[src/rtl/unfilter_top_pkg.sv]
// Shared widths, filter-type codes, FSM encoding and the per-channel PNG predictor
// used by both the unfilter datapath and the matching encoder.
package unfilter_top_pkg;

    localparam int DATA_PXL_WD = 32;
    localparam int DATA_CHN_WD = 8;
    localparam int NUM_CHN     = DATA_PXL_WD / DATA_CHN_WD;
    localparam int SIZE_W_MAX  = 64;
    localparam int SIZE_W_WD   = $clog2(SIZE_W_MAX + 1);
    localparam int SIZE_H_WD   = 10;
    localparam int LB_AW       = $clog2(SIZE_W_MAX);

    typedef logic [DATA_CHN_WD-1:0] chn_t;
    typedef logic [DATA_PXL_WD-1:0] pxl_t;

    typedef enum logic [7:0] {
        FT_NONE  = 8'd0,
        FT_SUB   = 8'd1,
        FT_UP    = 8'd2,
        FT_AVG   = 8'd3,
        FT_PAETH = 8'd4
    } filter_e;

    localparam logic [1:0] ST_IDLE = 2'd0;
    localparam logic [1:0] ST_HDR  = 2'd1;
    localparam logic [1:0] ST_PXL  = 2'd2;

    function automatic logic signed [9:0] absDiff(input logic signed [9:0] d);
        return (d < 0) ? -d : d;
    endfunction

    // Undo one channel of a PNG filter; unknown types pass the byte through.
    function automatic chn_t unfilterChn(input logic [7:0] ftype, input chn_t x,
                                         input chn_t a, input chn_t b, input chn_t c);
        logic [8:0]        avgSum;
        logic signed [9:0] sa, sb, sc, pa, pb, pc;
        chn_t              pred;
        avgSum = {1'b0, a} + {1'b0, b};
        sa     = $signed({2'b00, a});
        sb     = $signed({2'b00, b});
        sc     = $signed({2'b00, c});
        pa     = absDiff(sb - sc);
        pb     = absDiff(sa - sc);
        pc     = absDiff(sa + sb - sc - sc);
        if (pa <= pb && pa <= pc) begin
            pred = a;
        end else if (pb <= pc) begin
            pred = b;
        end else begin
            pred = c;
        end
        case (ftype)
            FT_SUB:   return x + a;
            FT_UP:    return x + b;
            FT_AVG:   return x + avgSum[8:1];
            FT_PAETH: return x + pred;
            default:  return x;
        endcase
    endfunction

endpackage

[src/rtl/unfilter_top_if.sv]
// Frame control plus filtered-in / reconstructed-out pixel streams of the unfilter block.
interface unfilter_top_if;
    import unfilter_top_pkg::*;

    logic                 start_i;
    logic [SIZE_W_WD-1:0] cfg_w_i;
    logic [SIZE_H_WD-1:0] cfg_h_i;
    logic                 val_i;
    logic [DATA_PXL_WD-1:0] dat_i;
    logic                 val_o;
    logic [DATA_PXL_WD-1:0] dat_o;
    logic                 done_o;
    logic                 err_o;

    modport slave (
        input  start_i, cfg_w_i, cfg_h_i, val_i, dat_i,
        output val_o, dat_o, done_o, err_o
    );

    modport master (
        output start_i, cfg_w_i, cfg_h_i, val_i, dat_i,
        input  val_o, dat_o, done_o, err_o
    );

endinterface

[src/rtl/unfilter_top_line_buf.sv]
// One-row pixel store: single write port, registered read port that holds between reads.
module unfilter_line_buf #(
    parameter int DEPTH = 64,
    parameter int WD    = 32,
    parameter int AW    = 6
) (
    input  logic          clk,
    input  logic          we_i,
    input  logic [AW-1:0] wr_addr_i,
    input  logic [WD-1:0] wr_dat_i,
    input  logic          re_i,
    input  logic [AW-1:0] rd_addr_i,
    output logic [WD-1:0] rd_dat_o
);
    logic [WD-1:0] mem [DEPTH];
    logic [WD-1:0] rdDat_q;

    // Write-first forwarding covers one-pixel rows, where the next header's
    // read of address 0 lands on the same cycle as the previous row's write.
    always_ff @(posedge clk) begin
        if (we_i) begin
            mem[wr_addr_i] <= wr_dat_i;
        end
        if (re_i) begin
            rdDat_q <= (we_i && (wr_addr_i == rd_addr_i)) ? wr_dat_i : mem[rd_addr_i];
        end
    end

    assign rd_dat_o = rdDat_q;

endmodule

[src/rtl/unfilter_top.sv]
// PNG scanline unfilter: rebuilds RGBA pixels from per-row filter headers and filtered
// beats, keeping the previous row in a line buffer for the Up/Avg/Paeth predictors.
module unfilter_top
    import unfilter_top_pkg::*;
(
    input  logic          clk,
    input  logic          rstn,
    unfilter_top_if.slave bus
);
    logic [1:0]           state_q, state_d;
    logic [SIZE_W_WD-1:0] cfgW_q, cfgW_d, col_q, col_d;
    logic [SIZE_H_WD-1:0] cfgH_q, cfgH_d, row_q, row_d;
    logic [7:0]           ftype_q, ftype_d;
    logic                 err_q, err_d, val_q, val_d, done_q, done_d;
    pxl_t                 dat_q, dat_d, upLeft_q, upLeft_d;
    logic [LB_AW-1:0]     wrAddr_q, wrAddr_d, rdAddr;
    logic                 rdEn;
    pxl_t                 lbRdDat, leftPix, upPix, upLeftPix, recon;
    logic                 hdrBeat, pixBeat, lastCol, lastRow;

    assign hdrBeat = (state_q == ST_HDR) && bus.val_i && !bus.start_i;
    assign pixBeat = (state_q == ST_PXL) && bus.val_i && !bus.start_i;
    assign lastCol = (col_q == cfgW_q - SIZE_W_WD'(1));
    assign lastRow = (row_q == cfgH_q - SIZE_H_WD'(1));

    // Row 0 and column 0 see zero neighbours no matter what the buffer holds.
    assign leftPix   = (col_q == '0) ? '0 : dat_q;
    assign upPix     = (row_q == '0) ? '0 : lbRdDat;
    assign upLeftPix = ((col_q == '0) || (row_q == '0)) ? '0 : upLeft_q;

    for (genvar g = 0; g < NUM_CHN; g++) begin : gChn
        localparam int HI = DATA_PXL_WD - 1 - g * DATA_CHN_WD;
        assign recon[HI -: DATA_CHN_WD] = unfilterChn(ftype_q,
                                                      bus.dat_i[HI -: DATA_CHN_WD],
                                                      leftPix[HI -: DATA_CHN_WD],
                                                      upPix[HI -: DATA_CHN_WD],
                                                      upLeftPix[HI -: DATA_CHN_WD]);
    end

    // Prefetch the up pixel for the next beat; nothing past the row end is read.
    assign rdEn   = hdrBeat || (pixBeat && !lastCol);
    assign rdAddr = hdrBeat ? '0 : LB_AW'(col_q + SIZE_W_WD'(1));

    unfilter_line_buf #(
        .DEPTH (SIZE_W_MAX),
        .WD    (DATA_PXL_WD),
        .AW    (LB_AW)
    ) uLineBuf (
        .clk       (clk),
        .we_i      (val_q),
        .wr_addr_i (wrAddr_q),
        .wr_dat_i  (dat_q),
        .re_i      (rdEn),
        .rd_addr_i (rdAddr),
        .rd_dat_o  (lbRdDat)
    );

    always_comb begin
        state_d  = state_q;
        cfgW_d   = cfgW_q;
        cfgH_d   = cfgH_q;
        col_d    = col_q;
        row_d    = row_q;
        ftype_d  = ftype_q;
        err_d    = err_q;
        val_d    = 1'b0;
        dat_d    = dat_q;
        done_d   = 1'b0;
        upLeft_d = upLeft_q;
        wrAddr_d = wrAddr_q;
        if (bus.start_i) begin
            state_d = ST_HDR;
            cfgW_d  = bus.cfg_w_i;
            cfgH_d  = bus.cfg_h_i;
            col_d   = '0;
            row_d   = '0;
            err_d   = 1'b0;
        end else begin
            case (state_q)
                ST_IDLE: ;
                ST_HDR: begin
                    if (bus.val_i) begin
                        ftype_d  = bus.dat_i[DATA_PXL_WD-1 -: 8];
                        err_d    = err_q || (bus.dat_i[DATA_PXL_WD-1 -: 8] > FT_PAETH);
                        col_d    = '0;
                        upLeft_d = '0;
                        state_d  = ST_PXL;
                    end
                end
                ST_PXL: begin
                    if (bus.val_i) begin
                        val_d    = 1'b1;
                        dat_d    = recon;
                        wrAddr_d = LB_AW'(col_q);
                        upLeft_d = upPix;
                        if (lastCol) begin
                            col_d = '0;
                            if (lastRow) begin
                                state_d = ST_IDLE;
                                done_d  = 1'b1;
                            end else begin
                                row_d   = row_q + SIZE_H_WD'(1);
                                state_d = ST_HDR;
                            end
                        end else begin
                            col_d = col_q + SIZE_W_WD'(1);
                        end
                    end
                end
                default: state_d = ST_IDLE;
            endcase
        end
    end

    always_ff @(posedge clk or negedge rstn) begin
        if (!rstn) begin
            state_q  <= ST_IDLE;
            cfgW_q   <= '0;
            cfgH_q   <= '0;
            col_q    <= '0;
            row_q    <= '0;
            ftype_q  <= '0;
            err_q    <= 1'b0;
            val_q    <= 1'b0;
            dat_q    <= '0;
            done_q   <= 1'b0;
            upLeft_q <= '0;
            wrAddr_q <= '0;
        end else begin
            state_q  <= state_d;
            cfgW_q   <= cfgW_d;
            cfgH_q   <= cfgH_d;
            col_q    <= col_d;
            row_q    <= row_d;
            ftype_q  <= ftype_d;
            err_q    <= err_d;
            val_q    <= val_d;
            dat_q    <= dat_d;
            done_q   <= done_d;
            upLeft_q <= upLeft_d;
            wrAddr_q <= wrAddr_d;
        end
    end

    assign bus.val_o  = val_q;
    assign bus.dat_o  = dat_q;
    assign bus.done_o = done_q;
    assign bus.err_o  = err_q;

endmodule

[src/flat_wrapper.sv]
// flat-port wrapper written by rule: the top's interface ports become plain ports
module unfilter_top_flat import unfilter_top_pkg::*;
  (clk, rstn, bus_start_i, bus_cfg_w_i, bus_cfg_h_i, bus_val_i, bus_dat_i, bus_val_o, bus_dat_o, bus_done_o, bus_err_o);
  unfilter_top_if bus_i ();
  input  logic clk;
  input  logic rstn;
  input wire logic [$bits(bus_i.start_i)-1:0] bus_start_i;
  input wire logic [$bits(bus_i.cfg_w_i)-1:0] bus_cfg_w_i;
  input wire logic [$bits(bus_i.cfg_h_i)-1:0] bus_cfg_h_i;
  input wire logic [$bits(bus_i.val_i)-1:0] bus_val_i;
  input wire logic [$bits(bus_i.dat_i)-1:0] bus_dat_i;
  output wire logic [$bits(bus_i.val_o)-1:0] bus_val_o;
  output wire logic [$bits(bus_i.dat_o)-1:0] bus_dat_o;
  output wire logic [$bits(bus_i.done_o)-1:0] bus_done_o;
  output wire logic [$bits(bus_i.err_o)-1:0] bus_err_o;
  assign bus_i.start_i = bus_start_i;
  assign bus_i.cfg_w_i = bus_cfg_w_i;
  assign bus_i.cfg_h_i = bus_cfg_h_i;
  assign bus_i.val_i = bus_val_i;
  assign bus_i.dat_i = bus_dat_i;
  assign bus_val_o = bus_i.val_o;
  assign bus_dat_o = bus_i.dat_o;
  assign bus_done_o = bus_i.done_o;
  assign bus_err_o = bus_i.err_o;
  unfilter_top u_core (.clk(clk), .rstn(rstn), .bus(bus_i));
endmodule
[config.mk]
export PLATFORM = sky130hd
export DESIGN_NAME = unfilter_top_flat
export DESIGN_NICKNAME = d
export VERILOG_FILES = /design/src/rtl/unfilter_top_pkg.sv /design/src/rtl/unfilter_top_if.sv /design/src/rtl/unfilter_top_line_buf.sv /design/src/rtl/unfilter_top.sv /design/src/flat_wrapper.sv
export SDC_FILE = /design/constraint.sdc
export NUM_CORES = 2
export LEC_CHECK = 0
export ABC_CLOCK_PERIOD_IN_PS = 9600
export CAP_MARGIN = 15
export CORE_MARGIN = 5
export CORE_UTILIZATION = 59
export CTS_BUF_LIST = sky130_fd_sc_hd__clkbuf_4
export DETAILED_ROUTE_END_ITERATION = 12
export PLACE_DENSITY = 0.78
export SLEW_MARGIN = 20
export SYNTH_ARGS = -nofsm -noshare
export SYNTH_HDL_FRONTEND = slang
export SYNTH_SLANG_ARGS = --single-unit
[constraint.sdc]
create_clock -name clk -period 9.6 [get_ports clk]
set_input_delay 0.96 -clock clk [delete_from_list [all_inputs] [get_ports clk]]
set_output_delay 0.96 -clock clk [all_outputs]
set_load 0.05 [all_outputs]
==> parameters.txt <==
Parameter                              Value

Hold path
  Worst Hold Class ... in -> reg

Cells and area
  Number of cells in the finished layout apart from fillers ... 9980
  Filler cell count in the final layout ... 11600
  Nets ... 7784
  Layout cells sized above 1 ... 18.8%
  Layout overhead on the synthesized area ... 10.9%

STA
  Max-slew violation count ... 0
  Final setup violation count ... 0
  Worst Max-Slew Pin Slew ... 1.12 ns
  Fmax ... 0.111 GHz
  Total negative setup slack ... 0 ns
  Relative slew slack ... 24.6%
  Setup ws final ... 0.613 ns
  Min Clock Period, post-route ... 8.99 ns
  Clock skew after layout ... 0.0755 ns
  Final period utilization ... 93.6%
  Final hold viol count ... 0

Worst setup path
  Most common cell on crit path ... ha_1
  CP peak stage delay ... 0.55 ns
  Startpoint types ... flop
  Largest delay share family, worst path ... compound AO/OA/AOI/OAI gates
  Type of destination of the critical path ... flop
  Crit-path slowest cell ... a2111oi_1
  Critical Path AT ... 10.22 ns
  Crit Path Category ... reg -> reg
  Largest fanout of any net on the critical path ... 16
  Crit path buffers/inverters ... 2
  Required time of the worst setup path ... 10.83 ns

Detailed routing
  Via count ... 64900
  Vias per cell ... 6.50
  Number of violations reported at the end of detailed-routing iteration 0 ... 8022
  Wire length per cell after detailed routing ... 27.0 µm
  Number of remaining DRC errors ... 0
  Aggregate routed wire length ... 270 mm
  First-pass DRT Iterations ... 6
  Count of nets left with antenna violations after detail routing ... 0

Yosys
  Post-synthesis cell count ... 6989
  Yosys warnings ... 0
  Number of flops mapped to enable cells by yosys ... 2080
  Post-synth design cell area ... 0.0994 mm²
  Async set-or-reset flop fraction in the synthesized netlist ... 5.33%
  Count of cell types in the netlist ... 96
  Leading register cell type out of synthesis ... edfxtp_1
  Register area share after synthesis ... 65.8%
  Count of state elements after synthesis ... 2197
  Mean cell area of the mapped netlist ... 14.2 µm²

Placement
  Port Buf Inserts ... 87
  DPL Wire Length ... 159 mm
  Post-placement cell count ... 9062
  Routability congestion estimate ... 0.937
  Worst slack at placement ... 0.355 ns

GRT
  Global route total overflow ... 0
  Antenna violations before repair ... 23
  Largest net degree at the start of global routing ... 145
  GRT Util Overall ... 30.4%
  First-pass GRT wire length ... 398 mm
  Via count of the first global-routing pass ... 64400

Die
  Horizontal die dimension ... 421 µm
  Die Footprint ... 0.177 mm²
  Io pins ... 88
  Standard-cell row count ... 150
  Starting utilization of the core area ... 59.4%
  Die Span Y ... 421 µm
  Core area ... 0.167 mm²

Clock network
  Root Driver ... clkbuf_4
  Clk_lat worst skew ... 1.34 ns
  Sinks on the clock net ... 2197
  CTS max path bufs ... 4
  CTS tree ... built
  Clock Pin Slew Worst Setup and Hold Paths ... 0.07 ns
  Inserted Clock Buffers ... 560
  Max H-tree Level ... 6

Status
  Run status ... complete, no violations

Pwr
  Ratio of total power to cell area ... 192 mW/mm²
  Max IR drop VDD ... 0.000165 V
  Leakage power figure ... 0.0387 µW

Job
  Number of violations of the max-capacitance limit ... 0
[sequential cells by signal (all words and copies together), names as in the netlist]
| register | cells |
|---|---|
| u_core.row_q | 10 |
| u_core.cfgH_q | 10 |
| u_core.bus.done_o | 1 |
| u_core.ftype_q | 8 |
| u_core.col_q | 7 |
| u_core.bus.err_o | 1 |
| u_core.uLineBuf.mem | 2048 |
| u_core.state_q | 2 |
| u_core.cfgW_q | 7 |
| u_core.upLeft_q | 32 |
| u_core.bus.val_o | 1 |
| u_core.wrAddr_q | 6 |
| u_core.bus.dat_o | 32 |
| u_core.uLineBuf.rd_dat_o | 32 |
[final timing paths]
kind	startpoint	slack, ns	to	cells past startpoint
max reg2reg	u_core.row_q[0]	0.61	u_core.bus.dat_o[31]	37
max	u_core.row_q[0]	0.61	u_core.bus.dat_o[31]	37
max in group asynchronous	rstn	7.92	u_core.bus.dat_o[12]	3
min in group asynchronous	rstn	0.24	u_core.upLeft_q[20]	2
min	bus_cfg_w_i[0]	0.23	u_core.cfgW_q[0]	3
min reg2reg	u_core.upLeft_q[30]	0.48	u_core.upLeft_q[30]	2
[per-stage QoR]
step	total power [µW]	area, µm²	utilization (%)	hold slack [ns]
finish	21200	110000	65.8	0.226
global route	21900	110000	65.8	0.135
CTS	21200	110000	65.8	0.0799
detailed placement	13600	104000	61.8	0.470
global placement	13600	103000	61.8	0.462
floorplan	12600	99500	-	0.442
[cells in the final DEF, fill, tap and decap left out, drive strengths merged, types with 165 or more instances in the layout]
cell and instances:
nand2 964, and2 224, ha 294, o21ai 219, mux4 255, a311oi 165, nor2 306, buf 182
clkbuf 790, edfxtp 2080, a211oi 405
[synthesized netlist by cell type, drive strengths merged, types with 114 or more instances]
| cell type | n | area, µm² |
|---|---|---|
| clkbuf | 271 | 1020 |
| buf | 142 | 716 |
| dfrtp | 117 | 2930 |
| a21oi | 143 | 719 |
| o21ai | 219 | 1100 |
| ha | 294 | 3680 |
| inv | 125 | 469 |
| a311oi | 165 | 1450 |
| nand2 | 964 | 3640 |
| and2 | 224 | 1400 |
| mux4 | 255 | 5740 |
| nand3 | 114 | 586 |
| xnor2 | 134 | 1170 |
| nor2 | 306 | 1170 |
| edfxtp | 2080 | 62500 |
| a211oi | 405 | 3050 |
[worst register-to-register path, delay by kind of cell (launching register included)]
kind / cells / cell delay [ns]
compound gates: 17 / 4.01
xor+xnor: 2 / 0.39
fa+ha+maj: 5 / 1.38
buf+inv: 2 / 0.24
flops: 1 / 0.43
simple gates: 11 / 2.45
[layout make-up]
cell class	instances	area [µm²]	share of cell area, %
flip-flops and latches	2197	65400	59.4
multi-input cells	4268	32500	29.4
clock buffers	790	5930	5.38
well taps	2204	2760	2.50
repair buffers	269	2460	2.23
clock inverters	112	683	0.620
inverters	125	477	0.432
diodes	15	37.5	0.0341
[layer usage]
layer	track usage, %	part of all wire (%)	routed length (µm)
met4	14.8	4.9	13300
met2	46.0	45	122000
met5	0	0.0082	22
met3	8.17	13	34100
met1	41.3	37	100000
[cell families after synthesis]
logic type,count (synthesis),synth area share [%]
multiplexers,393,7.23
flip-flops,2197,65.8
AND/OR/NAND/NOR,1978,9.18
adder cells (fa/ha/maj),313,4.05
other,2,0.00755
XOR/XNOR,244,2.15
AO/OA/AOI/OAI,1324,9.41
buffers and inverters,538,2.21
[power breakdown]
part | leakage, µW | total (µW) | switching, µW | internal [µW]
logic | 0.0142 | 2150 | 1670 | 481
clock network | 0.00398 | 7650 | 3650 | 4000
registers | 0.0205 | 11400 | 172 | 11200
total | 0.0387 | 21200 | 5500 | 15700
[timing repair]
item,CTS,global route
setup endpoints to repair,0,5
hold endpoints to repair,59,0
buffers inserted,0,0
hold buffers,1,0
gates resized for setup,0,4
Power figures use the tool's default switching activity.
